File: config.mk
export PLATFORM = sky130hd
export DESIGN_NAME = debounce_pulse
export DESIGN_NICKNAME = d
export VERILOG_FILES = /design/src/rtl/debounce_pulse.sv
export SDC_FILE = /design/constraint.sdc
export NUM_CORES = 1
export LEC_CHECK = 0
export ABC_AREA = 0
export ABC_CLOCK_PERIOD_IN_PS = 6400
export BUFFER_PORTS_ARGS = -buffer_cell sky130_fd_sc_hd__buf_2
export CELL_PAD_IN_SITES_DETAIL_PLACEMENT = 0
export CELL_PAD_IN_SITES_GLOBAL_PLACEMENT = 2
export CORE_ASPECT_RATIO = 1.25
export CORE_MARGIN = 5
export CORE_UTILIZATION = 25
export CTS_CLUSTER_DIAMETER = 60
export DETAILED_ROUTE_END_ITERATION = 8
export GPL_TIMING_DRIVEN = 1
export PLACE_DENSITY_LB_ADDON = 0.2
export SYNTH_ARGS = -nofsm -noshare
export SYNTH_HDL_FRONTEND = slang
export SYNTH_SLANG_ARGS = --single-unit
File: constraint.sdc
create_clock -name clk -period 6.4 [get_ports clk]
set_clock_uncertainty 0.2 [all_clocks]
set_input_delay 0.32 -clock clk [delete_from_list [all_inputs] [get_ports clk]]
set_output_delay 0.32 -clock clk [all_outputs]
set_load 0.01 [all_outputs]
File: src/rtl/debounce_pulse.sv
// debounce_pulse: synchronize and debounce a bouncy button into a level, edge strobes and a press counter
//   clk         : single clock, rising edge
//   rst_n       : asynchronous active-low reset
//   btn_in      : raw asynchronous button level
//   level_out   : debounced level (registered)
//   rise_pulse  : one-cycle strobe on an accepted 0->1 change (registered)
//   fall_pulse  : one-cycle strobe on an accepted 1->0 change (registered)
//   press_count : number of accepted rising changes, wraps 255->0
module debounce_pulse #(
    parameter int unsigned DEBOUNCE_CYCLES = 4,
    parameter int unsigned CNT_W           = 16
) (
    input  logic       clk,
    input  logic       rst_n,
    input  logic       btn_in,
    output logic       level_out,
    output logic       rise_pulse,
    output logic       fall_pulse,
    output logic [7:0] press_count
);
    typedef enum logic [1:0] {LOW, RISE_CHK, HIGH, FALL_CHK} state_t;
    localparam logic [CNT_W-1:0] LAST = CNT_W'(DEBOUNCE_CYCLES - 1);
    localparam logic [CNT_W-1:0] ONE  = CNT_W'(1);
    logic             sync_q;
    logic             btn_s_q;
    state_t           state_q;
    state_t           state_d;
    logic [CNT_W-1:0] cnt_q;
    logic [CNT_W-1:0] cnt_d;
    always_comb begin
        state_d = LOW;
        cnt_d   = '0;
        case (state_q)
            LOW: begin
                state_d = btn_s_q ? RISE_CHK : LOW;
                cnt_d   = btn_s_q ? ONE : '0;
            end
            RISE_CHK: begin
                state_d = !btn_s_q ? LOW : (cnt_q == LAST) ? HIGH : RISE_CHK;
                cnt_d   = (btn_s_q && cnt_q != LAST) ? cnt_q + ONE : '0;
            end
            HIGH: begin
                state_d = !btn_s_q ? FALL_CHK : HIGH;
                cnt_d   = !btn_s_q ? ONE : '0;
            end
            FALL_CHK: begin
                state_d = btn_s_q ? HIGH : (cnt_q == LAST) ? LOW : FALL_CHK;
                cnt_d   = (!btn_s_q && cnt_q != LAST) ? cnt_q + ONE : '0;
            end
            default: begin
                state_d = LOW;
                cnt_d   = '0;
            end
        endcase
    end
    // Outputs are derived from the next state so they change on the same edge as the FSM.
    always_ff @(posedge clk or negedge rst_n) begin
        if (!rst_n) begin
            sync_q      <= 1'b0;
            btn_s_q     <= 1'b0;
            state_q     <= LOW;
            cnt_q       <= '0;
            level_out   <= 1'b0;
            rise_pulse  <= 1'b0;
            fall_pulse  <= 1'b0;
            press_count <= 8'd0;
        end else begin
            sync_q      <= btn_in;
            btn_s_q     <= sync_q;
            state_q     <= state_d;
            cnt_q       <= cnt_d;
            level_out   <= (state_d == HIGH) || (state_d == FALL_CHK);
            rise_pulse  <= (state_q == RISE_CHK) && (state_d == HIGH);
            fall_pulse  <= (state_q == FALL_CHK) && (state_d == LOW);
            if ((state_q == RISE_CHK) && (state_d == HIGH))
                press_count <= press_count + 8'd1;
        end
    end
endmodule

# Word level (Yosys, flattened, before mapping)
# Index checks and enable logic that the tools add are counted.
# totals
register_bits	31
input_bits	3
wordCells	37
# op_classes
n_addsub	2
n_eq_ne	7
muxes	12
n_reduce_logical	8
# op_table
operator	n
16-bit one-hot mux with 4 select lines	1
16-bit two-way mux	2
16-bit by 1-bit adder with 16-bit output (second input constant)	1
16-bit by 2-bit equality test with 1-bit output (second input constant)	1
16-bit by 2-bit inequality test with 1-bit output (second input constant)	1
8-bit by 1-bit adder with 8-bit output (second input constant)	1
2-bit equality test (second input constant)	4
2-bit two-way mux	4
2-bit one-hot mux with 4 select lines	1
1-bit logical AND	4
2-bit zero test	2
1-bit two-way mux	4
2-bit by 1-bit equality test with 1-bit output (second input constant)	1
1-bit zero test	1
1-bit logical OR	1

# Logic depth before layout (Yosys ltp)
# logic_depth
word_depth	6
ltp_mapped	6
depth_no_buf	5

# Worst setup path after synthesis
# OpenSTA, ideal clock, no wires.
# synth_timing
path_kind	reg2reg
start	register cnt_q[11]
end	register press_count[1]
arrival_ns	1.750
required_time_ns	6.075
slack_ns	4.325
stages_incl_launch_ff	5
n_path_buf	0
period_less_slack_ns	2.075
path_cell_list	dfrtp_1 > or4_1 > and4b_2 > and3_4 > mux2_4
# synth_between
elab_chain_cells	6
word_cells_on_any_way	8
classes_between	eq/ne: 2; mux: 5; reduce/logical: 1
# synth_rtl
element	line_no	source
start: declaration	28	logic [CNT_W-1:0] cnt_q;
start signal: assignment	71	cnt_q <= cnt_d;
16-bit by 2-bit equality test with 1-bit output (*)	39, 47	
2-bit two-way mux, on equally long branches (2 in series)	47, 39	
2-bit one-hot mux with 4 select lines (*)	33	case (state_q)
2-bit equality test (*)	75	if ((state_q == RISE_CHK) && (state_d == HIGH))
1-bit logical AND (*)	75	
end signal: assignment	76	press_count <= press_count + 8'd1;
end: declaration	19	output logic [7:0] press_count
# Mark *: on every way between the ends. The rest lies on a longest branch, timed or not.
# A chain may end at the register's enable or synchronous reset.

# Worst setup path in the final report
# Same ends and word-level chain as after synthesis.

==> results.toml <==
[run_status]
status = "finished clean"

[die]
coreArea_um2 = 5740
chipWidth_um = 78.2
start_util_pct = 25.3
die_area_um2 = 7460
rows = 31
die_height_um = 95.3
io_pins = 14

[grt]
grt_pass1_wl_mm = 5.52
grt_pass1_vias = 1120
grt_util_all_layers_pct = 9.68
globalRouteOverflowTotal = 0
antenna_found_initial = 0
grt_max_degree = 32

[cts]
clk_latency_ns = 0.28
htree_levels = 2
cts_buffers = 5
postCtsSetupBuffers = 0
cts_tree = "yes"
clock_sinks = 31
cts.clk_slew.worst_paths_ns = 0.07
cts_root_buffer = "clkbuf_8"
cts_max_path_buffers = 2

[route]
detail_route.iter0.violations = 39
viasPerCell = 4.85
drt_pass1_iterations = 4
dr.max_layer_used = "met4"
ant_nets = 0
drt-total-wl_mm = 3.15
route.vias.total = 1058
wl_met1_mm = 1.36
wl_met2_mm = 1.57
wl_met3_um = 130
drcViolationCount = 0
post_drt_wl_per_cell_um = 14.4

[synth]
synth_nets = 138
synth_top_cell_area_share_pct = 53.3
synth_area_leaders = "dfrtp_1 (53%), xnor2_1 (7.8%), xor2_1 (4.8%)"
synth.largest_area_cell = "dfrtp_1"
synth_cells = 133
yosysSeqAreaShare_pct = 53.3
syn_area_per_cell_um2 = 10.9
ys_types = 32
synth_seq_cells = 31
netlist_area_um2 = 1460
yosysWarnings = 0

[critical_path]
slowest_delay_ns = 0.55
cp_slowest_cell = "or4_1"
worstPathArrival_ns = 2.15
worstPathCellList = "or4_1, and4b_2, and3_4, mux2_4"
critical_path_buf_inv_count = 0
r2r_end = "press_count[1]"
rr_worst_depth = 4
reg2reg_setup_slack_ns = 4.21
cp_num_cells = 4
cp-start-kind = "register"
cp_max_fo = 6
end_kind = "register"
cp_top_family = "simple AND/OR/NAND/NOR gates"
critical_path_class = "register to register"
endpoint = "press_count[1]"
cp-startpoint = "cnt_q[11]"
rr_startpoint = "cnt_q[11]"
critPathRequiredTime_ns = 6.36

[job]
drv_cap = 0

[sta]
hold_violations = 0
timing.final.crit_share_pct = 34.2
maxSlewHeadroom_pct = 52.5
worst_slew_pin_slew_ns = 0.713
setup_tns_ns = 0
finalCriticalPeriod_ns = 2.19
rsz0062_at_grt = "false"
finalSetupViolCount = 0
slew_viol_final = 0
clock.fmax_mhz = 457

[final_layout]
final_cell_mix = "dfrtp_1 (31), nor2_1 (16), xnor2_1 (13), buf_2 (13), nand3_1 (10)"
nNetsFinal = 157
final_common_cell = "dfrtp_1"
drive_above_1_share_pct = 18.4
syn2layout_area_growth_pct = 16.4
final_util_pct = 29.5
nFillCells = 600
num_antenna_cells = 0

[power_and_ir_drop]
p_leak_nw = 0.753
power.density_nw_per_um2 = 298
ir_worst_vdd_mv = 0.0919
total_power_w = 0.000505

[placement]
portBuffers = 13
gp_congestion = 0.732
hpwlAfterDp_mm = 2.25

[worst_hold_path]
hp-class = "register to register"
==> cells by family after synthesis <==
logic type | Yosys count | synth area share, %
AO/OA/AOI/OAI | 3 | 1.20
XOR/XNOR | 21 | 12.6
adder cells (fa/ha/maj) | 2 | 1.72
buffers and inverters | 6 | 1.89
flip-flops | 31 | 53.3
multiplexers | 3 | 2.58
AND/OR/NAND/NOR | 67 | 26.7
==> area by class of cell <==
| class | instances | area (um^2) | area share, % |
|---|---|---|---|
| Timing Repair Buffer | 15 | 85.1 | 5.02 |
| Multi-Input combinational cell | 96 | 652 | 38.5 |
| Clock buffer | 6 | 82.6 | 4.87 |
| Clock inverter | 1 | 5.00 | 0.295 |
| Inverter | 3 | 11.3 | 0.665 |
| Tap cell | 66 | 82.6 | 4.87 |
| Sequential cell | 31 | 776 | 45.8 |
==> registers in the layout, indices dropped and copies added (netlist names) <==
| register | count |
|---|---|
| btn_s_q | 1 |
| cnt_q | 16 |
| fall_pulse | 1 |
| level_out | 1 |
| press_count | 8 |
| rise_pulse | 1 |
| state_q | 2 |
| sync_q | 1 |
==> metal layers <==
layer,vias up,GRT usage [%]
met4,0,4.52
met3,8,2.84
met1,528,11.4
met5,-,0
met2,21,16.2
li1,501,-
==> worst reg2reg max path, delay by kind of cell (launching register included) <==
family           cells  cell delay [ns]
AND/OR/NAND/NOR      3             1.13
flip-flops           1             0.44
multiplexers         1             0.30
==> how the worst min path moves through the flow <==
stage | start | end | cells past startpoint | slack [ns]
after global placement | sync_q | btn_s_q | 0 | 0.13
after CTS | sync_q | btn_s_q | 0 | 0.16
after floorplan | rst_n | btn_s_q | 0 | -0.18
after detailed placement | sync_q | btn_s_q | 0 | 0.15
final | sync_q | btn_s_q | 0 | 0.16
after global routing | sync_q | btn_s_q | 0 | 0.16
==> synthesized netlist by cell type (all sizes together) <==
library cell	instances
buf	2
xnor2	13
nor4b	3
nor2	16
inv	3
nor3	8
nand2	4
nand3	10
and2	3
ha	2
nor3b	1
dfrtp	31
and4b	1
nor4	5
o31ai	1
mux2	3
nand4b	1
or4	2
or2	1
nand3b	1
nand2b	1
a21oi	1
xor2	8
clkbuf	1
nor2b	1
and3	3
o21ai	1
nand4	6
==> stage by stage <==
stage / cells / area [um^2] / hold slack [ns] / setup WS, ns
floorplan: 133 / 1460 / -0.176 / 4.32
global placement: 209 / 1590 / 0.135 / 4.25
detailed placement: 209 / 1590 / 0.146 / 4.20
CTS: 218 / 1690 / 0.158 / 4.21
global route: 218 / 1690 / 0.159 / 4.12
finish: 218 / 1690 / 0.156 / 4.21
==> power by group <==
part | internal [W] | switching (W)
logic | 0.0000438 | 0.0000575
clock network | 0.0000843 | 0.0000724
registers | 0.000220 | 0.0000279
total | 0.000348 | 0.000158
==> repair_timing <==
item                      CTS  global route
hold buffers                2             0
hold endpoints to repair   32             0
resized for setup           0             0
(Power assumes the default switching activity.)
